### config.mk
export PLATFORM = sky130hd
export DESIGN_NAME = iram_loader_flat
export DESIGN_NICKNAME = d
export VERILOG_FILES = /design/src/rtl/iram_loader_if.sv /design/src/rtl/iram_loader.sv /design/src/flat_wrapper.sv
export SDC_FILE = /design/constraint.sdc
export NUM_CORES = 1
export LEC_CHECK = 0
export CAP_MARGIN = 20
export CORE_MARGIN = 2
export CORE_UTILIZATION = 59
export CTS_BUF_LIST = sky130_fd_sc_hd__clkbuf_4 sky130_fd_sc_hd__clkbuf_8
export DETAILED_ROUTE_END_ITERATION = 10
export PLACE_DENSITY = 0.8
export SETUP_SLACK_MARGIN = 0.5
export SLEW_MARGIN = 40
export SYNTH_ARGS = -nofsm -noshare
export SYNTH_HDL_FRONTEND = slang
export SYNTH_SLANG_ARGS = --single-unit
export TNS_END_PERCENT = 5
### constraint.sdc
create_clock -name CLK -period 2.8 [get_ports CLK]
set_clock_uncertainty 0.15 [all_clocks]
set_input_delay 0.84 -clock CLK [delete_from_list [all_inputs] [get_ports CLK]]
set_output_delay 0.84 -clock CLK [all_outputs]
set_load 0.01 [all_outputs]
### src/rtl/iram_loader_if.sv
// Byte-receive and instruction-memory write signals of the program loader.
// The loader is the slave; the host side or bench is the master.
interface iram_loader_if #(
  parameter int unsigned AW = 7
);
  logic [7:0]    RX_DATA;
  logic          RX_VALID;
  logic          WE;
  logic [AW-1:0] WADDR;
  logic [15:0]   WDATA;
  logic          CPU_HOLD;
  logic          DONE;
  logic          ERR;

  modport slave (
    input  RX_DATA, RX_VALID,
    output WE, WADDR, WDATA, CPU_HOLD, DONE, ERR
  );

  modport master (
    output RX_DATA, RX_VALID,
    input  WE, WADDR, WDATA, CPU_HOLD, DONE, ERR
  );
endinterface

### src/rtl/iram_loader.sv
// Serial program loader: frames a byte stream, writes 16-bit words into the
// instruction memory and holds the CPU in reset until a checksummed image is in place.
module iram_loader #(
  parameter int unsigned DEPTH   = 128,
  parameter int unsigned TIMEOUT = 65535,
  parameter logic [7:0]  HDR     = 8'hA5
) (
  input logic          CLK,
  input logic          RESET,
  iram_loader_if.slave bus
);
  localparam int unsigned AW = $clog2(DEPTH);
  localparam int unsigned TW = $clog2(TIMEOUT + 1);

  typedef enum logic [2:0] {StIdle, StCount, StHi, StLo, StCsum, StLoaded, StFail} state_e;

  state_e        state_q, state_d;
  logic [7:0]    sum_q, sum_d;
  logic [7:0]    rem_q, rem_d;
  logic [AW-1:0] addr_q, addr_d;
  logic [7:0]    hi_q, hi_d;
  logic [TW-1:0] tcnt_q, tcnt_d;
  logic          we_q, we_d;
  logic [AW-1:0] waddr_q, waddr_d;
  logic [15:0]   wdata_q, wdata_d;
  logic          hold_q, hold_d;
  logic          done_q, done_d;
  logic          err_q, err_d;
  logic          in_frame;
  logic [7:0]    sum_add;

  always_comb begin
    state_d  = state_q;
    sum_d    = sum_q;
    rem_d    = rem_q;
    addr_d   = addr_q;
    hi_d     = hi_q;
    we_d     = 1'b0;
    waddr_d  = waddr_q;
    wdata_d  = wdata_q;
    in_frame = (state_q == StCount) || (state_q == StHi) ||
               (state_q == StLo) || (state_q == StCsum);
    sum_add  = sum_q + bus.RX_DATA;

    // Idle gap counter only runs while a frame is open.
    if (!in_frame || bus.RX_VALID) begin
      tcnt_d = '0;
    end else begin
      tcnt_d = tcnt_q + TW'(1);
    end

    if (in_frame && (tcnt_q == TW'(TIMEOUT))) begin
      state_d = StFail;
      tcnt_d  = '0;
    end else if (bus.RX_VALID) begin
      unique case (state_q)
        StIdle, StLoaded, StFail: begin
          if (bus.RX_DATA == HDR) begin
            state_d = StCount;
            sum_d   = 8'd0;
          end
        end
        StCount: begin
          sum_d = bus.RX_DATA;
          if ((bus.RX_DATA == 8'd0) || ({24'd0, bus.RX_DATA} > DEPTH)) begin
            state_d = StFail;
          end else begin
            rem_d   = bus.RX_DATA;
            addr_d  = '0;
            state_d = StHi;
          end
        end
        StHi: begin
          hi_d    = bus.RX_DATA;
          sum_d   = sum_add;
          state_d = StLo;
        end
        StLo: begin
          sum_d   = sum_add;
          we_d    = 1'b1;
          waddr_d = addr_q;
          wdata_d = {hi_q, bus.RX_DATA};
          addr_d  = addr_q + AW'(1);
          rem_d   = rem_q - 8'd1;
          state_d = (rem_q == 8'd1) ? StCsum : StHi;
        end
        StCsum: begin
          state_d = (sum_add == 8'd0) ? StLoaded : StFail;
        end
        default: state_d = StIdle;
      endcase
    end

    // Status flags follow the next state so they change on the same edge.
    hold_d = (state_d != StLoaded);
    done_d = (state_d == StLoaded);
    err_d  = (state_d == StFail);
  end

  always_ff @(posedge CLK or negedge RESET) begin
    if (!RESET) begin
      state_q <= StIdle;
      sum_q   <= 8'd0;
      rem_q   <= 8'd0;
      addr_q  <= '0;
      hi_q    <= 8'd0;
      tcnt_q  <= '0;
      we_q    <= 1'b0;
      waddr_q <= '0;
      wdata_q <= 16'd0;
      hold_q  <= 1'b1;
      done_q  <= 1'b0;
      err_q   <= 1'b0;
    end else begin
      state_q <= state_d;
      sum_q   <= sum_d;
      rem_q   <= rem_d;
      addr_q  <= addr_d;
      hi_q    <= hi_d;
      tcnt_q  <= tcnt_d;
      we_q    <= we_d;
      waddr_q <= waddr_d;
      wdata_q <= wdata_d;
      hold_q  <= hold_d;
      done_q  <= done_d;
      err_q   <= err_d;
    end
  end

  assign bus.WE       = we_q;
  assign bus.WADDR    = waddr_q;
  assign bus.WDATA    = wdata_q;
  assign bus.CPU_HOLD = hold_q;
  assign bus.DONE     = done_q;
  assign bus.ERR      = err_q;
endmodule

### src/flat_wrapper.sv
// flat-port wrapper written by rule: the top's interface ports become plain ports
module iram_loader_flat 
#(
  parameter int unsigned DEPTH   = 128,
  parameter int unsigned TIMEOUT = 65535,
  parameter logic [7:0]  HDR     = 8'hA5
)
  (CLK, RESET, bus_RX_DATA, bus_RX_VALID, bus_WE, bus_WADDR, bus_WDATA, bus_CPU_HOLD, bus_DONE, bus_ERR);
  iram_loader_if #(.AW(7)) bus_i ();
  input logic CLK;
  input logic RESET;
  input wire logic [$bits(bus_i.RX_DATA)-1:0] bus_RX_DATA;
  input wire logic [$bits(bus_i.RX_VALID)-1:0] bus_RX_VALID;
  output wire logic [$bits(bus_i.WE)-1:0] bus_WE;
  output wire logic [$bits(bus_i.WADDR)-1:0] bus_WADDR;
  output wire logic [$bits(bus_i.WDATA)-1:0] bus_WDATA;
  output wire logic [$bits(bus_i.CPU_HOLD)-1:0] bus_CPU_HOLD;
  output wire logic [$bits(bus_i.DONE)-1:0] bus_DONE;
  output wire logic [$bits(bus_i.ERR)-1:0] bus_ERR;
  assign bus_i.RX_DATA = bus_RX_DATA;
  assign bus_i.RX_VALID = bus_RX_VALID;
  assign bus_WE = bus_i.WE;
  assign bus_WADDR = bus_i.WADDR;
  assign bus_WDATA = bus_i.WDATA;
  assign bus_CPU_HOLD = bus_i.CPU_HOLD;
  assign bus_DONE = bus_i.DONE;
  assign bus_ERR = bus_i.ERR;
  iram_loader #(.DEPTH(DEPTH), .TIMEOUT(TIMEOUT), .HDR(HDR)) u_core (.CLK(CLK), .RESET(RESET), .bus(bus_i));
endmodule
== Word level (Yosys, flattened, before mapping) ==
Index checks and enable logic that the tools add are counted.
W data, S select, Z words.

* $lt $le $gt $ge: 1
* Bitwise gates (word level): 1
* Multiplexer cells: 18
* Equal/unequal tests: 14
* Reduce and logical (&&, ||, !) cells: 18
* $add $sub $neg: 4

{| class="wikitable"
|+ Operators with widths
! kind !! number
|-
| $mux W16 || 2
|-
| $pmux W8 S3 || 1
|-
| $add A16 B1 Y16 const B || 1
|-
| $eq A16 B16 Y1 const B || 1
|-
| $logic_not A8 Y1 || 2
|-
| $mux W8 || 2
|-
| $pmux W8 S2 || 1
|-
| $eq A3 B3 Y1 const B || 5
|-
| $mux W3 || 5
|-
| $pmux W3 S5 || 1
|-
| $pmux W7 S2 || 1
|-
| $add A8 B8 Y8 || 1
|-
| $eq A8 B1 Y1 const B || 1
|-
| $eq A8 B8 Y1 const B || 1
|-
| $gt A8 B8 Y1 const B || 1
|-
| $reduce_and A4 Y1 || 2
|-
| $sub A8 B1 Y8 const B || 1
|-
| $add A7 B1 Y7 const B || 1
|-
| $mux W7 || 1
|-
| $eq A3 B2 Y1 const B || 2
|-
| $reduce_and A3 Y1 || 2
|-
| $logic_or A1 B1 Y1 || 5
|-
| $eq A3 B1 Y1 const B || 1
|-
| $logic_not A3 Y1 || 1
|-
| other kinds (12) || 14
|}

* Output and inout port bits: 27
* Flip-flop bits (word level): 77
* Bits of input ports: 11

== Logic depth before layout (Yosys ltp) ==
Gate-level depths: netlist of the first run.

* Depth in word-level cells: 8
* Depth in mapped cells: 9
* Depth with buffers taken out: 9

== Worst setup path before layout of the first run ==
Ideal clock, no wire load.

* Path kind: input to register
* Start: in bus_RX_DATA[0]
* End: reg u_core.hold_q, in the netlist u_core.bus.CPU_HOLD
* Required time: 2556 ps
* Stages: 9
* Setup time: 94 ps
* Path buffers: 0
* Setup slack: -118 ps
* Arrival: 2675 ps
* Cell sequence: ha_1 inv_1 fa_1 nand2b_1 a21oi_1 xor2_1 nor4_1 a31oi_1 or4_4

* Longest elaborated chain between the ends: 7
* Elaborated cells on any way between the ends: 13
* Those cells by class: 1 x add/sub; 1 x order compare; 2 x eq/ne; 6 x mux; 3 x reduce/logical

{| class="wikitable"
|+ Ends and longest elaborated chain
! what !! line !! source
|-
| start, declared || flat_wrapper.sv:12 || <nowiki>input wire logic [$bits(bus_i.RX_DATA)-1:0] bus_RX_DATA;</nowiki>
|-
| $add A8 B8 Y8, or another cell as far along || iram_loader.sv:43 || <nowiki>sum_add = sum_q + bus.RX_DATA;</nowiki>
|-
| $logic_not A8 Y1 / $logic_or A1 B1 Y1 (equally long branches) || iram_loader.sv:88, iram_loader.sv:65 ||
|-
| $mux W2 / $mux W3 (equally long branches) || iram_loader.sv:88, iram_loader.sv:65 ||
|-
| $pmux W3 S5 (*) || iram_loader.sv:56 || <nowiki>unique case (state_q)</nowiki>
|-
| $mux W3 (*) || iram_loader.sv:55 || <nowiki>end else if (bus.RX_VALID) begin</nowiki>
|-
| $mux W3 (*) || iram_loader.sv:52 || <nowiki>if (in_frame && (tcnt_q == TW'(TIMEOUT))) begin</nowiki>
|-
| $ne A3 B3 Y1 (*) || iram_loader.sv:95 || <nowiki>hold_d = (state_d != StLoaded);</nowiki>
|-
| net u_core.hold_d || iram_loader.sv:26 || <nowiki>logic hold_q, hold_d;</nowiki>
|-
| end signal, assigned || iram_loader.sv:124 || <nowiki>hold_q <= hold_d;</nowiki>
|-
| end, declared || iram_loader.sv:26 ||
|}

Mark *: on every way through the listed nets, which the timed path passes. The rest lies on a longest branch.
A chain may end at the register's enable or synchronous reset.

== Worst setup path in the final report of the first run ==
Same ends and word-level chain as after synthesis.

==> impl_metrics.yaml, run 1 <==
die:
  rows: 29
  start_util_pct: 61.3
  die_w_um: 85.5
  die_area_um2: 7310
  coreArea_um2: 6390
  pin_count: 38
  die_y_um: 85.5
synth:
  syn-num-nets: 447
  async_flop_share_pct: 100
  syn_area_um2: 3920
  ys_ff_latch: 77
  ys_seq_area_share_pct: 49.2
  synth-edff-count: 0
  avgSynthCellArea_um2: 9.24
  synth_cell_types: 57
  yosysWarnings: 0
  synth-main-ff-cell: "dfrtp_1"
  syn_inst: 424
layout:
  multi_input_area_um2: 2140
  nets: 527
  layout-area-overhead-vs-synth_pct: 33.2
  layout_commonest_cell: "nand2_1"
  seqCellArea_um2: 1930
  design_area_um2: 5220
  final_cell_mix: "nand2_1, dfrtp_1, buf_4"
  layout-drive-gt1-share_pct: 27.4
  fill_cells: 377
  diodes: 0
clock_tree:
  cts_tree: "built"
  clk_pin_slew_worst_paths_ns: 0.08
  clk-insertion-delay-late_ns: 0.35
  clock_sinks: 77
  cts_buffers: 9
  cts_htree_levels: 3
  cts_buffer_depth: 2
  root_buffer: "clkbuf_8"
global_routing:
  grt.overflow.total: 0
  grt_usage_pct: 28.1
  grt_pass1_wl_mm: 16.2
  grt_antenna_before_repair: 0
  grt_max_degree: 44
  first_global_vias: 3485
routing:
  vias: 3478
  ant_nets: 0
  drt-initial-drc-count: 296
  routed_wl_mm: 10.0
  route.detailed.drc: 0
  viasPerCell: 5.95
  drt_pass1_iterations: 4
  wl_per_cell_um: 17.1
place:
  dpl-instance-area_um2: 4690
  hpwlAfterDp_mm: 6.42
  dpl_worst_slack_ns: -0.801
  gp_congestion: 0.930
  io_buffers: 37
run_status:
  status: "complete, no violations"
critical_path:
  startpoint_type: "input pin"
  cp.required_ns: 2.92
  end_kind: "flop"
  worst-path-max-fanout: 3
  cp.arrival_ns: 2.83
  worstSetupPathType: "input pin to flop"
sta:
  tns_ns: 0
  tightest_slew_ns: 0.604
  hold_viol_final: 0
  rsz0062_at_grt: "yes"
  timing.final.crit_share_pct: 97.0
  fin_crit_ns: 2.72
  max_freq_ghz: 0.368
  slew_headroom_pct: 59.4
  worst_slack_ns: 0.0843
  drv_slew: 0
  setup_viol: 0
worst_hold_path:
  hold_class: "input pin to async pin"
job:
  cap_violations: 0
pwr:
  leakage_uw: 0.00237
  p_total_uw: 5460
  cellPowerDensity_nw_per_um2: 1050
  irDropWorstVdd_mv: 0.698
==> worst max-delay path, stage by stage <==
cell	delay (ns)
buf_8	0.08
ha_4	0.13
inv_2	0.03
fa_2	0.34
nand2b_4	0.17
a21oi_4	0.14
xor2_2	0.09
nor4_2	0.32
a31oi_2	0.18
or4_4	0.51
==> metrics by stage <==
stage                     instances  utilization [%]  hold slack (ns)
final                           585             81.7            0.279
after global routing            585             81.7            0.303
after CTS                       583             77.9            0.290
after detailed placement        567             73.5            0.306
after global placement          567             73.5            0.297
after floorplan                 424                -            0.283
==> path summary, 6_finish.rpt <==
path / slack (ns) / startpoint / to / cells after the start
max in group asynchronous: 1.64 / RESET / u_core.sum_q[3]$_DFFE_PN0P_ / 2
worst min-delay path: 0.28 / RESET / u_core.addr_q[3]$_DFFE_PN0P_ / 1
min in group CLK: 0.32 / u_core.hi_q[6]$_DFFE_PN0P_ / u_core.bus.WDATA[14]$_DFFE_PN0P_ / 2
worst min register to register: 0.32 / u_core.hi_q[6]$_DFFE_PN0P_ / u_core.bus.WDATA[14]$_DFFE_PN0P_ / 2
worst max-delay path: 0.08 / bus_RX_DATA[0] / u_core.bus.CPU_HOLD$_DFF_PN1_ / 10
worst max register to register: 0.19 / u_core.sum_q[0]$_DFFE_PN0P_ / u_core.bus.CPU_HOLD$_DFF_PN1_ / 9
==> power by group <==
part | switching (µW) | internal [µW]
Clock | 416 | 497
Sequential | 302 | 1480
Combinational | 1450 | 1320
Total | 2170 | 3290
==> registers in the layout, indices dropped and copies added (netlist names) <==
name	count
u_core.bus.ERR	1
u_core.tcnt_q	16
u_core.bus.WE	1
u_core.rem_q	8
u_core.bus.WADDR	7
u_core.bus.WDATA	16
u_core.hi_q	8
u_core.addr_q	7
u_core.state_q	3
u_core.sum_q	8
u_core.bus.CPU_HOLD	1
u_core.bus.DONE	1
==> cells in the mapped netlist (3+ instances only) <==
master	count	area share, %
a21oi_1	13	1.7
nand2b_1	5	0.80
or3_1	5	0.80
o21ai_1	11	1.4
nand3b_1	3	0.58
nor4_1	5	0.80
nand2_1	94	9.0
o2bb2ai_1	6	1.3
o21ai_0	21	2.7
a22oi_1	6	1.2
nor3_1	4	0.51
dfrtp_1	76	49
ha_1	11	3.5
xnor2_1	6	1.3
mux2_2	7	2.0
nand3_1	7	0.89
nor2b_1	3	0.48
nand4_1	4	0.64
and3_1	5	0.80
inv_1	10	0.96
nor2_1	46	4.4
buf_2	10	1.3
xor2_1	15	3.4
clkbuf_1	4	0.38
a31oi_1	6	0.96
==> routing by layer <==
metal	vias up	track usage (%)	wire length [µm]
met5	-	0	0
met4	0	12.0	247
met3	22	4.47	547
met2	139	48.4	5110
met1	1708	35.2	4110
li1	1609	-	-
==> final cells by class <==
| type | count | share of cell area (%) |
|---|---|---|
| Clock inverter | 6 | 1.70 |
| Multi-Input combinational cell | 317 | 41.0 |
| Clock buffer | 9 | 2.37 |
| Sequential cell | 77 | 37.0 |
| Timing Repair Buffer | 87 | 15.2 |
| Tap cell | 77 | 1.85 |
| Inverter | 12 | 0.959 |
==> cell families after synthesis <==
logic type | Yosys count | share of synthesized area, %
muxes | 9 | 2.52
adders and majority gates | 12 | 4.03
and+or+nand+nor | 194 | 22.6
AOI/OAI and AO/OA | 81 | 13.0
xor gates and xnor gates | 21 | 4.70
DFF | 77 | 49.2
buffers and inverters | 30 | 3.93
==> timing repair <==
action,4_1_cts,5_1_grt
resized for setup,42,69
endpoints found under the hold margin,0,0
endpoints found under the setup margin,62,78
buffers inserted,1,2
pin swaps,13,35
hold buffers,0,0
Note: power is estimated with default switching activity, not from simulation.
==> inputs of run 2 (changes only) <==
- CORE_UTILIZATION: 59 -> 60
- DONT_BUFFER_PORTS: default -> 1
- PLACE_DENSITY: 0.8 -> 0.74
==> impl_metrics.yaml, run 2 (synthesis results as in run 1) <==
layout:
  layout-drive-gt1-share_pct: 16.6
  fill_cells: 487
  multi_input_area_um2: 1950
  seqCellArea_um2: 1930
  nets: 465
  design_area_um2: 4470
  diodes: 0
  final_cell_mix: "nand2_1, dfrtp_1, nor2_1"
  layout-area-overhead-vs-synth_pct: 14.1
  fin_cells: 523
  layout_commonest_cell: "nand2_1"
place:
  dp_cells: 505
  dpl-instance-area_um2: 4130
  gp_congestion: 0.958
  hpwlAfterDp_mm: 5.50
  dpl_worst_slack_ns: -0.197
  io_buffers: 0
sta:
  timing.final.crit_share_pct: 94.0
  setup_viol: 0
  slew_headroom_pct: 62.7
  hold_ws_ns: 0.0253
  tightest_slew_ns: 0.555
  fin_crit_ns: 2.63
  rsz0062_at_grt: "yes"
  max_freq_ghz: 0.380
  hold_viol_final: 0
  drv_slew: 0
  worst_slack_ns: 0.169
global_routing:
  grt.overflow.total: 0
  grt_max_degree: 78
  grt_antenna_before_repair: 0
  first_global_vias: 3072
  grt_pass1_wl_mm: 14.7
  grt_usage_pct: 25.7
die:
  pin_count: 38
  die_area_um2: 7190
  die_y_um: 84.8
  die_w_um: 84.8
  rows: 29
  start_util_pct: 62.0
  coreArea_um2: 6310
pwr:
  cellPowerDensity_nw_per_um2: 1090
  irDropWorstVdd_mv: 0.653
  leakage_uw: 0.00206
critical_path:
  cp.required_ns: 2.92
  crit_path_start: "bus_RX_DATA[0]"
  worst-path-max-fanout: 7
  startpoint_type: "input pin"
  rr_worst_depth: 9
  worstSetupPathType: "input pin to flop"
  cp.arrival_ns: 2.76
  r2r-start: "u_core.sum_q[0]$_DFFE_PN0P_"
  r2r_slack_ns: 0.24
  end_kind: "flop"
  r2r-end: "u_core.bus.CPU_HOLD$_DFF_PN1_"
routing:
  drt-initial-drc-count: 230
  viasPerCell: 5.94
  routed_wl_mm: 8.43
  ant_nets: 0
  drt_pass1_iterations: 5
  vias: 3107
  wl_per_cell_um: 16.1
  route.detailed.drc: 0
clock_tree:
  root_buffer: "clkbuf_8"
  cts_buffers: 9
  cts_buffer_depth: 2
  clk-insertion-delay-late_ns: 0.35
  cts_tree: "built"
  ctsHoldBuffers: 0
  clock_sinks: 77
  cts_htree_levels: 3
  clk_pin_slew_worst_paths_ns: 0.09
worst_hold_path:
  hold_class: "input pin to async pin"
job:
  cap_violations: 0
run_status:
  status: "complete, no violations"
## run 2: cell types whose count changed in the layout (fill, tap and decap cells not counted), sizes merged
cell / delta
buf: -32
bufinv: +1
clkdlybuf4s50: -27
clkinvlp: -2
dlygate4sd2: -2
dlymetal6s2s: -1
inv: +1
## run 2: metrics by stage
stage / power [µW] / util, % / setup TNS [ns]
final: 4890 / 70.7 / 0
after global routing: 5260 / 70.7 / 0
after CTS: 4840 / 70.4 / 0
after detailed placement: 3690 / 65.4 / -0.616
after global placement: 3610 / 65.4 / -0.216
after floorplan: 3200 / - / 0
## run 2: final cells by class
cell class                      instances  area share, %
Clock buffer                            9           2.77
Clock inverter                          6           2.52
Inverter                               12           1.01
Multi-Input combinational cell        317           43.7
Sequential cell                        77           43.2
Tap cell                               77           2.16
Timing Repair Buffer                   25           4.65
## run 2: where the power goes
part	internal, µW	switching (µW)
Sequential	1480	349
Clock	589	413
Combinational	947	1110
## run 2: worst max-delay path, cell delays in order
cell,delay [ns]
ha_4,0.13
inv_2,0.04
fa_2,0.35
nand2b_4,0.17
a21oi_4,0.15
xor2_2,0.10
nor4_2,0.33
a31oi_2,0.21
or4_4,0.44
## run 2: how the worst max path moves through the flow
| stage | endpoint | slack [ns] |
|---|---|---|
| 3_3_place_gp | u_core.bus.CPU_HOLD$_DFF_PN1_ | -0.11 |
| 2_1_floorplan | u_core.bus.CPU_HOLD$_DFF_PN1_ | 0.0003 |
| 3_5_place_dp | u_core.bus.CPU_HOLD$_DFF_PN1_ | -0.20 |
| 6_report | u_core.bus.CPU_HOLD$_DFF_PN1_ | 0.17 |
| 4_1_cts | u_core.bus.CPU_HOLD$_DFF_PN1_ | 0.27 |
| 5_1_grt | u_core.bus.CPU_HOLD$_DFF_PN1_ | 0.10 |
## run 2: metal layers
| layer | GRT usage [%] | share of wire (%) | wire length (µm) |
|---|---|---|---|
| met5 | 0 | 0 | 0 |
| met4 | 8.80 | 1.6 | 132 |
| met3 | 5.01 | 5.6 | 475 |
| met2 | 40.3 | 48 | 4070 |
| met1 | 36.0 | 45 | 3760 |
## run 2: timing repair
action | in CTS | in global routing
resized for setup | 10 | 2
endpoints found under the setup margin | 64 | 76
setup buffers | 3 | 0
pin swaps | 4 | 6
==> inputs of run 3 (changes only) <==
- clock period: 2.8 -> 2.5 ns (I/O delays scaled with it)
==> impl_metrics.yaml, run 3 (synthesis results as in run 1) <==
run_status:
  status: "finished with violations"
  violations: "hold timing, setup timing"
clock_tree:
  cts_buffers: 9
  cts_htree_levels: 3
  cts_buffer_depth: 2
  clock_sinks: 77
  clk_pin_slew_worst_paths_ns: 0.09
  clk-insertion-delay-late_ns: 0.36
  cts_tree: "built"
  root_buffer: "clkbuf_8"
worst_hold_path:
  hold_class: "input pin to async pin"
pwr:
  p_total_uw: 6430
  irDropWorstVdd_mv: 0.837
  leakage_uw: 0.00231
  p_clk_share_pct: 18.2
  seqPwrFrac_pct: 33.6
  intPower_uw: 3790
  p_comb_share_pct: 48.2
  power_switching_share_pct: 41.0
  cellPowerDensity_nw_per_um2: 1230
  p_sw_uw: 2640
sta:
  fin_crit_ns: 2.61
  hold_viol_final: 76
  rsz0062_at_grt: "yes"
  slew_headroom_pct: 66.1
  hold_ws_ns: -0.0742
  worst_slack_ns: -0.114
  setup_viol: 3
  max_freq_ghz: 0.383
  timing.final.crit_share_pct: 105
  tightest_slew_ns: 0.505
  drv_slew: 0
place:
  io_buffers: 0
  hpwlAfterDp_mm: 5.54
  gp_congestion: 0.949
  dpl-instance-area_um2: 4220
  dp_cells: 516
layout:
  post-route-util_pct: 83.1
  layout-drive-gt1-share_pct: 41.5
  diodes: 0
  layout-area-overhead-vs-synth_pct: 34.0
  fill_cells: 315
  nets: 476
  layout_commonest_cell: "dfrtp_1"
  fin_cells: 535
  final_cell_mix: "dfrtp_1, nand2_1, nand2_2"
  design_area_um2: 5250
routing:
  wl_per_cell_um: 17.9
  viasPerCell: 6.07
  drt_pass1_iterations: 4
  routed_wl_mm: 9.58
  ant_nets: 0
  vias: 3250
  drt-initial-drc-count: 189
  route.detailed.drc: 0
critical_path:
  cp.required_ns: 2.62
  worst-path-max-fanout: 4
  startpoint_type: "flop"
  end_kind: "flop"
  cp.arrival_ns: 2.74
  worstSetupPathType: "flop to flop"
die:
  start_util_pct: 62.0
  rows: 29
  coreArea_um2: 6310
  die_y_um: 84.8
  die_area_um2: 7190
  die_w_um: 84.8
  pin_count: 38
global_routing:
  grt_pass1_wl_mm: 15.0
  grt_usage_pct: 26.3
  grt_antenna_before_repair: 0
  grt_max_degree: 78
  first_global_vias: 3186
  grt.overflow.total: 0
job:
  cap_violations: 0
-- run 3: timing repair --
item                                   in CTS  in global routing
setup endpoints to repair                  77                 77
setup buffers                               1                  2
endpoints found under the hold margin      76                 76
pin swaps                                  37                 90
gates resized for setup                    72                126
-- run 3: metal layers --
metal  up-vias  routed length, µm  GRT usage (%)
met4         0                186           12.1
met2        85               4940           41.4
li1       1510                  -              -
met3        17                467           5.21
met1      1638               3980           35.4
met5         -                  0              0
-- run 3: power by group through the flow --
stage | combinational [µW] | clock, µW | sequential, µW
floorplan | 1610 | 0 | 1970
global placement | 2110 | 0 | 2040
detailed placement | 2160 | 0 | 2060
CTS | 2570 | 1180 | 2070
global route | 3360 | 1220 | 2220
finish | 3100 | 1170 | 2160
-- run 3: final cells by class --
type,instances,area (µm²),area share (%)
Timing Repair Buffer,36,347,6.61
Tap cell,77,96.3,1.84
Clock buffer,11,139,2.65
Sequential cell,77,1930,36.8
Clock inverter,5,108,2.05
Inverter,12,57.6,1.10
Multi-Input combinational cell,317,2570,48.9
-- run 3: critical path: stages, from the launching register on --
cell and delay [ns]:
dfrtp_1 0.42, ha_4 0.16, inv_2 0.04, fa_2 0.35, nand2b_4 0.17, a21oi_4 0.17
xor2_2 0.10, nor4_2 0.32, a31oi_2 0.20, or4_4 0.45
-- run 3: final timing paths --
path | startpoint | to | slack [ns] | cells after the start
worst max-delay path | u_core.sum_q[0]$_DFFE_PN0P_ | u_core.bus.CPU_HOLD$_DFF_PN1_ | -0.11 | 9
worst min-delay path | RESET | u_core.bus.WADDR[4]$_DFFE_PN0P_ | -0.07 | 0
worst max register to register | u_core.sum_q[0]$_DFFE_PN0P_ | u_core.bus.CPU_HOLD$_DFF_PN1_ | -0.11 | 9
worst min register to register | u_core.sum_q[6]$_DFFE_PN0P_ | u_core.sum_q[6]$_DFFE_PN0P_ | 0.34 | 1
max in group asynchronous | RESET | u_core.bus.CPU_HOLD$_DFF_PN1_ | 2.08 | 0
min in group CLK | u_core.sum_q[6]$_DFFE_PN0P_ | u_core.sum_q[6]$_DFFE_PN0P_ | 0.34 | 1
-- run 3: stage by stage --
stage	hold WS, ns	TNS (ns)	setup slack (ns)
finish	-0.0742	-0.222	-0.114
global route	-0.0853	-0.649	-0.205
CTS	-0.0825	-0.0250	-0.0250
detailed placement	0.304	-3.76	-0.375
global placement	0.293	-3.33	-0.324
floorplan	0.283	-1.80	-0.210
